### src/rtl/count_sequencer.sv
// Command front-end for an external 8-bit up/down loadable counter: preloads a
// start value, counts the requested number of steps, then reports result/wrap.
module count_sequencer #(
  parameter int N = 8,
  parameter int M = 8
) (
  input  logic         clk,
  input  logic         rst_n,
  input  logic         cmd_valid,
  output logic         cmd_ready,
  input  logic [N-1:0] cmd_start,
  input  logic         cmd_dir,
  input  logic [M-1:0] cmd_steps,
  input  logic         hold,
  output logic         cnt_load,
  output logic [N-1:0] cnt_in,
  output logic         cnt_din,
  output logic         cnt_en,
  input  logic [N-1:0] cnt_q,
  input  logic         cnt_cout,
  output logic         done,
  output logic [N-1:0] done_q,
  output logic         wrapped
);

  typedef enum logic [1:0] {IDLE, LOAD, RUN, DONE} state_t;

  state_t       state, state_next;
  logic [N-1:0] start_r;
  logic         dir_r;
  logic [M-1:0] remaining;
  logic         wrap_r;

  assign cnt_in  = start_r;
  assign cnt_din = dir_r;

  always_ff @(posedge clk or negedge rst_n) begin
    if (!rst_n) state <= IDLE;
    else        state <= state_next;
  end

  always_comb begin
    state_next = state;
    cmd_ready  = 1'b0;
    cnt_load   = 1'b0;
    cnt_en     = 1'b0;
    case (state)
      IDLE: begin
        cmd_ready = 1'b1;
        if (cmd_valid) state_next = LOAD;
      end
      LOAD: begin
        cnt_load   = 1'b1;
        state_next = (remaining != '0) ? RUN : DONE;
      end
      RUN: begin
        cnt_en = !hold;
        if (cnt_en && remaining == M'(1)) state_next = DONE;
      end
      DONE: state_next = IDLE;
      default: state_next = IDLE;
    endcase
  end

  // done is a single-cycle pulse; done_q and wrapped hold until the next run ends
  always_ff @(posedge clk or negedge rst_n) begin
    if (!rst_n) begin
      start_r   <= '0;
      dir_r     <= 1'b0;
      remaining <= '0;
      wrap_r    <= 1'b0;
      done      <= 1'b0;
      done_q    <= '0;
      wrapped   <= 1'b0;
    end else begin
      done <= 1'b0;
      case (state)
        IDLE: begin
          if (cmd_valid) begin
            start_r   <= cmd_start;
            dir_r     <= cmd_dir;
            remaining <= cmd_steps;
            wrap_r    <= 1'b0;
          end
        end
        RUN: begin
          if (cnt_en) begin
            remaining <= remaining - M'(1);
            wrap_r    <= wrap_r | cnt_cout;
          end
        end
        DONE: begin
          done    <= 1'b1;
          done_q  <= cnt_q;
          wrapped <= wrap_r;
        end
        default: ;
      endcase
    end
  end

endmodule

### config.mk
export PLATFORM = sky130hd
export DESIGN_NAME = count_sequencer
export DESIGN_NICKNAME = d
export VERILOG_FILES = /design/src/rtl/count_sequencer.sv
export SDC_FILE = /design/constraint.sdc
export NUM_CORES = 1
export LEC_CHECK = 0
export ABC_AREA = 1
export BUFFER_PORTS_ARGS = -buffer_cell sky130_fd_sc_hd__buf_2
export CAP_MARGIN = 20
export CORE_ASPECT_RATIO = 1.25
export CORE_MARGIN = 2
export CORE_UTILIZATION = 31
export DETAILED_ROUTE_END_ITERATION = 8
export PLACE_DENSITY_LB_ADDON = 0.12
export RECOVER_POWER = 50
export SLEW_MARGIN = 20
export SYNTH_ARGS = -nofsm -noshare
export SYNTH_HDL_FRONTEND = slang
export SYNTH_SLANG_ARGS = --single-unit
### constraint.sdc
create_clock -name clk -period 2.3 [get_ports clk]
set_input_delay 0.46 -clock clk [delete_from_list [all_inputs] [get_ports clk]]
set_output_delay 0.46 -clock clk [all_outputs]
set_load 0.02 [all_outputs]
==> key figures <==
Timing
  – Worst-margin pin slew: 1601 ps
  – Final setup skew: 4.506 ps
  – Period utilisation layout: 90.71%
  – Fmax: 479.3 MHz
  – Max_slew headroom: -6.702%
  – Count of final hold-check violations: 0
  – Setup TNS: 0 ps
  – Setup ws final: 213.7 ps
  – Slew Limit Fails: 31
  – Setup Viol. Count Final: 0
  – RSZ-0062 raised after global routing: false
  – Minimum clock period: 2086 ps

Layout
  – Ant. Diodes: 0
  – # nets final: 255
  – Fill count: 527
  – Proportion of layout cells with a drive suffix above 1: 33.03%
  – Design Area, Final: 0.001947 mm^2
  – Layout area overhead: 25.59%

Outcome
  – Run status: complete, but fails checks
  – Failing checks: capacitance limit, slew limit

Setup path
  – Worst Path Arrival: 1630 ps
  – End of the worst register-to-register path: remaining[5]
  – Critical path peak fanout: 8
  – Reg2reg setup slack: 540 ps
  – Worst reg2reg path depth: 7
  – Worst setup SP type: flip-flop
  – Crit path launch: state[0]
  – Crit. End Element: primary output
  – Req. time, crit path: 1840 ps
  – Worst R2R Start: state[0]
  – Crit path kind: flip-flop to primary output
  – Worst setup endpoint: cnt_en

Floorplanning
  – Die Span X: 67.25 um
  – Row count: 28
  – Die Footprint: 0.005586 mm^2
  – Area of the core: 0.004765 mm^2
  – Top-Level Pins: 52
  – Die H: 83.07 um
  – Initial core utilization: 32.54%

Power
  – Post-layout power: 2.994 mW
  – Max rail drop VDD: 0.5499 mV
  – Pwr Density: 1538 mW/mm^2
  – Lkg Pwr: 0.9778 nW

Synthesis
  – Synth Area in Compound Gates: 9.443%
  – Post-Synth Simple-Gate Area: 16.46%
  – Netlist Area Pre-Place: 0.001550 mm^2
  – Post-synthesis sequential area ratio: 48.43%
  – Synthesized instance count: 162
  – Post-synthesis mux area share: 12.35%
  – Syn nets: 200
  – XOR/XNOR Fraction of Synth Area: 0%
  – Netlist cell types: 21
  – Post-synthesis adder-cell area fraction: 6.457%
  – Largest family of logic cells by synthesized area: simple AND/OR/NAND/NOR gates
  – Yosys warns: 0
  – Mean Syn Cell Area: 9.569 um^2
  – Synth Register Bits: 30

Placed design
  – DP Wirelength: 2514 um
  – Placer's final routability congestion estimate: 0.7462
  – PortBufs: 51
  – Area after DPL: 0.001853 mm^2
  – Pre-CTS setup slack: 491.2 ps

Drt
  – Metal-1 WL: 1451 um
  – Iter 0 DRT Violations: 31
  – DRT antenna net count: 0
  – Average wire per standard cell: 11.99 um
  – Highest routed layer: met4
  – Final wirelength: 3332 um
  – Drt first pass iters: 4
  – Via count: 1249
  – Remaining routing DRC violations: 0
  – Met2 routed WL: 1653 um
  – Vias per cell: 4.493
  – Met3 routed wirelength: 180 um

Clock tree
  – CTS tree: done
  – Resized Gates After CTS: 0
  – Num CTS Buffers: 5
  – Clock sinks: 30
  – Clock H-tree levels: 2
  – Clk_lat worst skew: 280 ps
  – Max clock buf depth: 2
  – Post-CTS Setup Bufs: 0
  – Cts hold-fix bufs: 0
  – CTS clk-pin slew, worst paths: 70 ps
  – CTS root buf: clkbuf_8

Global routing
  – Largest net degree at the start of global routing: 31
  – GR Util All Layers: 13.26%
  – First-pass GRT wire length: 5747 um
  – Grt ovf: 0
  – Via count of the first global-routing pass: 1308
  – Initial antenna violation count: 0

Min path
  – Hold WC Path Type: input pin to flip-flop

Job
  – Max-Cap Viols: 1
sequential cells by signal, indices dropped and copies added, names as in the netlist:
signal,count
cnt_din,1
cnt_in,8
done,1
done_q,8
remaining,8
state,2
wrap_r,1
wrapped,1
stage by stage:
stage / hold WS [ps] / instances / utilization (%)
2_1_floorplan: 164.4 / 162 / -
3_3_place_gp: 466.6 / 270 / 38.89
3_5_place_dp: 477.7 / 270 / 38.89
4_1_cts: 241.9 / 278 / 41.12
5_1_grt: 404.8 / 278 / 40.86
6_report: 409.9 / 278 / 40.86
per-layer routing:
| layer | global-route usage, % | up-vias |
|---|---|---|
| met4 | 3.896 | 0 |
| met2 | 22.23 | 31 |
| met5 | 0 | - |
| met1 | 15.78 | 579 |
| met3 | 4.336 | 6 |
| li1 | - | 633 |
how the worst min path moves through the flow:
stage                       startpoint  slack [ps]  depth (start not counted)           end
after floorplan                  rst_n         160                          0       cnt_din
after global placement    remaining[5]         470                          2  remaining[5]
after detailed placement  remaining[7]         480                          2  remaining[7]
after CTS                        rst_n         240                          1  remaining[7]
after global routing          cnt_q[5]         400                          2     done_q[5]
final                     cmd_start[2]         410                          2     cnt_in[2]
cells in the final DEF (no fill, tap or decap), types with 2 or more instances in the layout:
cell	Yosys	layout
nand2_2	2	2
dfrtp_1	30	30
o21ai_0	14	14
clkbuf_8	0	5
nand2_1	38	38
buf_2	1	41
clkbuf_1	0	12
a21oi_1	3	3
o211ai_1	2	2
inv_1	19	19
nand3_1	6	6
mux2_2	17	17
nor2_1	12	12
ha_1	8	8
cells in the mapped netlist (all sizes together):
library cell,number,area (um^2)
nand2,41,166.4
dfrtp,30,750.7
inv,19,71.32
mux2,17,191.4
o21ai,15,78.83
nor2,12,45.04
ha,8,100.1
nand3,6,30.03
a21oi,5,40.04
buf,4,35.03
o211ai,3,27.52
nand3b,1,7.510
nand4,1,6.260
final cells by class:
| cell class | instances | area [um^2] | area share (%) |
|---|---|---|---|
| clock inverters | 1 | 30.03 | 1.542 |
| inverters | 19 | 71.32 | 3.663 |
| clock buffers | 7 | 76.32 | 3.920 |
| well taps | 60 | 75.07 | 3.856 |
| multi-input cells | 109 | 693.2 | 35.60 |
| flip-flops and latches | 30 | 750.7 | 38.56 |
| repair buffers | 52 | 250.2 | 12.85 |
power breakdown:
part | internal, mW | total (mW) | leakage [nW] | switching (mW)
Clock | 0.324 | 0.524 | 0.0524 | 0.200
Sequential | 0.805 | 0.957 | 0.357 | 0.152
Combinational | 0.574 | 1.51 | 0.569 | 0.939
Total | 1.70 | 2.99 | 0.978 | 1.29
cells by family after synthesis:
kind of cell,count (synthesis)
compound gates,23
buf+inv,23
fa+ha+maj,8
flops,30
mux,17
simple gates,61
critical path, cell delays in order (launching register included):
cell	delay, ps
dfrtp_1	430
inv_1	120
ha_1	340
inv_1	170
nor2_1	120
buf_2	170
Note: power is estimated with default switching activity, not from simulation.
